===== src/rtl/i2s_tx_fifo.sv =====
// i2s_tx_fifo: sample FIFO feeding a Philips-I2S serializer.
// SCLK/LRCLK are divided down from CLK and only ever leave as data outputs.
// The single mono sample in the hold register is sent in both the left and
// right slots. A new sample is popped at the start of every left slot.
module i2s_tx_fifo #(
    parameter int DEPTH    = 16,
    parameter int SCLK_DIV = 8
) (
    input  logic                       CLK,
    input  logic                       RESET,
    input  logic                       FIFO_WRITE,
    input  logic [23:0]                AUDIO_IN,
    output logic                       FIFO_FULL,
    output logic [$clog2(DEPTH):0]     FIFO_LEVEL,
    output logic                       SCLK,
    output logic                       LRCLK,
    output logic                       SDATA,
    output logic                       UNDERRUN
);

    localparam int AW = $clog2(DEPTH);
    localparam int LW = AW + 1;
    localparam int CW = (SCLK_DIV > 1) ? $clog2(SCLK_DIV) : 1;
    localparam logic [CW-1:0] DIV_TC = CW'(SCLK_DIV - 1);
    localparam logic [LW-1:0] LVL_FULL = LW'(DEPTH);

    logic [23:0]   mem_q [DEPTH];
    logic [AW-1:0] wptr_q, wptr_d;
    logic [AW-1:0] rptr_q, rptr_d;
    logic [LW-1:0] level_q, level_d;
    logic [23:0]   hold_q, hold_d;
    logic [CW-1:0] div_q, div_d;
    logic          sclk_q, sclk_d;
    logic          lrclk_q, lrclk_d;
    logic          sdata_q, sdata_d;
    logic          und_q, und_d;
    logic [5:0]    idx_q, idx_d;

    logic          tc, fall, pop, do_wr, do_rd;
    logic [5:0]    idx_nx;
    logic [4:0]    slot_b, bit_sel;

    // Divider, frame sequencing, FIFO bookkeeping and serializer next state.
    always_comb begin
        tc      = (div_q == DIV_TC);
        fall    = tc && sclk_q;
        idx_nx  = idx_q + 6'd1;
        pop     = fall && (idx_nx == 6'd0);
        // Full is judged on registered level, so a pop in the same cycle
        // does not make room for a write.
        do_wr   = FIFO_WRITE && (level_q != LVL_FULL);
        do_rd   = pop && (level_q != '0);
        slot_b  = idx_nx[4:0];
        bit_sel = 5'd24 - slot_b;

        div_d   = tc ? '0 : div_q + CW'(1);
        sclk_d  = tc ? ~sclk_q : sclk_q;
        idx_d   = idx_q;
        lrclk_d = lrclk_q;
        sdata_d = sdata_q;
        hold_d  = hold_q;
        und_d   = pop && (level_q == '0);
        wptr_d  = do_wr ? wptr_q + AW'(1) : wptr_q;
        rptr_d  = do_rd ? rptr_q + AW'(1) : rptr_q;
        level_d = level_q + LW'(do_wr) - LW'(do_rd);

        if (do_rd)
            hold_d = mem_q[rptr_q];
        if (fall) begin
            idx_d   = idx_nx;
            lrclk_d = idx_nx[5];
            // Slot bit 0 is the one-bit I2S delay; bits 25..31 pad with zero.
            // At slot bit 0 the hold register may be changing, but it is not read.
            if (slot_b >= 5'd1 && slot_b <= 5'd24)
                sdata_d = hold_q[bit_sel];
            else
                sdata_d = 1'b0;
        end
    end

    // Sample storage; contents need no reset since level gates every read.
    always_ff @(posedge CLK) begin
        if (do_wr)
            mem_q[wptr_q] <= AUDIO_IN;
    end

    // State registers with synchronous reset.
    always_ff @(posedge CLK) begin
        if (RESET) begin
            wptr_q  <= '0;
            rptr_q  <= '0;
            level_q <= '0;
            hold_q  <= '0;
            div_q   <= '0;
            sclk_q  <= 1'b0;
            lrclk_q <= 1'b0;
            sdata_q <= 1'b0;
            und_q   <= 1'b0;
            idx_q   <= 6'd63;
        end else begin
            wptr_q  <= wptr_d;
            rptr_q  <= rptr_d;
            level_q <= level_d;
            hold_q  <= hold_d;
            div_q   <= div_d;
            sclk_q  <= sclk_d;
            lrclk_q <= lrclk_d;
            sdata_q <= sdata_d;
            und_q   <= und_d;
            idx_q   <= idx_d;
        end
    end

    assign FIFO_FULL  = (level_q == LVL_FULL);
    assign FIFO_LEVEL = level_q;
    assign SCLK       = sclk_q;
    assign LRCLK      = lrclk_q;
    assign SDATA      = sdata_q;
    assign UNDERRUN   = und_q;

endmodule


===== config.mk =====
export PLATFORM = sky130hd
export DESIGN_NAME = i2s_tx_fifo
export DESIGN_NICKNAME = d
export VERILOG_FILES = /design/src/rtl/i2s_tx_fifo.sv
export SDC_FILE = /design/constraint.sdc
export NUM_CORES = 1
export LEC_CHECK = 0
export CAP_MARGIN = 20
export CORE_ASPECT_RATIO = 1.1
export CORE_MARGIN = 2
export CORE_UTILIZATION = 56
export CTS_BUF_LIST = sky130_fd_sc_hd__clkbuf_16
export CTS_CLUSTER_DIAMETER = 60
export DETAILED_ROUTE_END_ITERATION = 8
export PLACE_DENSITY_LB_ADDON = 0.25
export SYNTH_ARGS = -nofsm -noshare
export SYNTH_HDL_FRONTEND = slang
export SYNTH_SLANG_ARGS = --single-unit

===== constraint.sdc =====
create_clock -name CLK -period 3.7 [get_ports CLK]
set_clock_uncertainty 0.1 [all_clocks]
set_input_delay 0.925 -clock CLK [delete_from_list [all_inputs] [get_ports CLK]]
set_output_delay 0.925 -clock CLK [all_outputs]
set_load 0.01 [all_outputs]

==> flow_summary.yaml <==
outcome:
  status: "complete, no violations"
yosys:
  synth_ff_type: "edfxtp_1"
  postSynthCellCount: 849
  synth_area_um2: 17100
  ys_types: 50
  synth_edf_count: 384
  ys_warn_count: 0
  synth_seq_cells: 434
  async_reset_ff_frac: 0
  syn_nets: 893
  yosysSeqAreaShare: 0.734
  synth.avg_cell_area_um2: 20.1
global_routing:
  grt_pass1_wl_um: 52900
  grt_pass1_vias: 8694
  antenna_found_initial: 1
  overflow: 0
  gr-usage-all-layers: 0.227
  grt_max_degree: 52
cells_and_area:
  area_delta_synth_final_pct: 13.5
  final_net_count: 968
  seq_area_um2: 12500
  drive_gt1_frac: 0.260
  multi_input_area_um2: 4260
  n_fill_cell: 2008
power:
  peakVddDrop_uv: 297
  cellPowerDensity_nw_per_um2: 517
  p_leak_uw: 0.00607
sta:
  finalWorstSetupSlack_ns: 0.275
  hold_violations: 0
  rsz0062_at_grt: "no"
  period_minus_slack_ns: 3.43
  tns_ns: 0
  finalCritPeriodShare: 0.926
  setup_viol: 0
  whs_ns: 0.328
  worst_pin_slew_ns: 0.981
  maxSlewHeadroom: 0.346
  slew_violations: 0
  fmax_mhz: 292
floorplan:
  start_util: 0.564
  core.rowCount: 67
  die_area_um2: 31900
  ios: 37
  die_w_um: 170
  die_h_um: 187
  coreArea_um2: 30300
critical_path:
  cp_max_fo: 10
  worstPathArrival_ns: 3.78
  worstPathRequired_ns: 4.06
  rr_worst_depth: 14
  end_kind: "flip-flop"
  path_class: "flip-flop to flip-flop"
  critPathLaunchType: "flip-flop"
clock_tree:
  clk_pin_slew_ns: 0.06
  cts_hold_buf: 0
  cts-htree-levels: 2
  cts_resized: 0
  clockBufferDepth: 3
  insertion_delay_ns: 0.55
  clock-sinks: 434
  cts_tree: "done"
  numCtsBuffers: 42
  cts_root_buffer: "clkbuf_16"
  post-cts-setup-buffers: 0
placed_design:
  dp_slack_ns: 0.299
  gp_congestion: 0.804
  io_buffers: 36
  place_hpwl_um: 19700
route:
  vias: 8428
  drtPass1Iterations: 5
  via_per_inst: 6.15
  routed_wl_um: 34800
  drt_iter0_markers: 797
  ant_nets: 0
  routedWlPerCell_um: 25.4
  drc: 0
hold_path:
  hold_class: "flip-flop to flip-flop"
  hold_depth: 1
job:
  maxCapViolCount: 0
==> final cells by class <==
type,count,area share
Sequential cell,434,0.647
Multi-Input combinational cell,353,0.220
Clock buffer,43,0.0556
Timing Repair Buffer,81,0.0377
Tap cell,414,0.0267
Clock inverter,33,0.0101
Inverter,12,0.00233
Antenna cell,1,0.000129
==> sequential cells by signal, indices dropped and copies added (netlist names) <==
name,cells
idx_q,6
mem_q,384
SCLK,1
FIFO_LEVEL,5
UNDERRUN,1
div_q,3
hold_q,24
LRCLK,1
rptr_q,4
SDATA,1
wptr_q,4
==> metal layers <==
metal  track usage  share of wire  vias up
met5             0              0        -
li1              -              -     3588
met1         0.317           0.40     4461
met3        0.0370          0.070       52
met2         0.380           0.51      327
met4        0.0572          0.019        0
==> kinds of logic (layout without fill, tap and decap cells) <==
logic type,after synthesis,after routing,share of synthesized area
fa+ha+maj,17,17,0.0129
xor+xnor,15,15,0.00814
buf+inv,62,169,0.0189
flops,434,434,0.734
simple gates,135,135,0.0381
other cells,0,1,0
compound gates,56,56,0.0188
mux,130,130,0.169
==> critical path, cell delays in order (launching register included) <==
cell and delay [ns]:
dfxtp_1 0.33, ha_1 0.15, ha_1 0.37, nand2_1 0.27
nor3_2 0.37, nand3b_1 0.16, nor2_1 0.13, ha_1 0.13
inv_1 0.03, ha_1 0.20, fa_1 0.41, a21oi_1 0.14
nor2_1 0.06, or3_1 0.34, a21oi_1 0.14
==> where the power goes <==
group / leakage [uW] / switching, uW / internal [uW]
Sequential: 0.00387 / 49.5 / 5470
Clock: 0.000663 / 1740 / 2180
Combinational: 0.00154 / 305 / 249
Total: 0.00607 / 2100 / 7910
==> cells in the final DEF, fill, tap and decap left out, drive strengths merged, types with 5 or more instances in the layout <==
cell type      synthesis  final
clkdlybuf4s50          0     35
nand2b                 7      7
nor2                  25     25
nand2                 58     58
o21ai                  8      8
clkinv                 0     17
nand3                  5      5
inv                   12     25
nor2b                  6      6
xnor2                 10     10
edfxtp               384    384
ha                    16     16
xor2                   5      5
buf                   32     46
a21oi                 35     35
clkbuf                18     43
nor3                  12     12
dfxtp                 50     50
mux4                 126    126
==> final timing paths <==
kind | from | endpoint | slack [ns]
hold reg to reg | div_q[0] | div_q[0] | 0.33
setup reg to reg | div_q[0] | FIFO_LEVEL[4] | 0.27
hold / removal | div_q[0] | div_q[0] | 0.33
setup / recovery | div_q[0] | FIFO_LEVEL[4] | 0.27
==> through the flow <==
| step | power (uW) | instances | utilization | instance area, um^2 |
|---|---|---|---|---|
| final | 10000 | 1371 | 0.640 | 19400 |
| after global routing | 10300 | 1370 | 0.640 | 19400 |
| after CTS | 10100 | 1370 | 0.640 | 19400 |
| after detailed placement | 6180 | 1294 | 0.598 | 18100 |
| after global placement | 6140 | 1294 | 0.598 | 18100 |
| after floorplan | 5930 | 849 | - | 17100 |
==> synthesized netlist by cell type, types with 5 or more instances <==
master	instances	area [um^2]
o21ai_0	7	35.0
nor2_1	25	93.8
nand3_1	5	25.0
nor2b_1	6	37.5
mux4_2	126	2840
nor3_1	11	55.1
xnor2_1	9	78.8
dfxtp_1	50	1000
nand2_1	58	218
a21oi_1	35	175
inv_1	12	45.0
clkbuf_1	18	67.6
edfxtp_1	384	11500
ha_1	16	200
xor2_1	5	43.8
nand2b_1	7	43.8
buf_2	24	120
(Power assumes the default switching activity.)
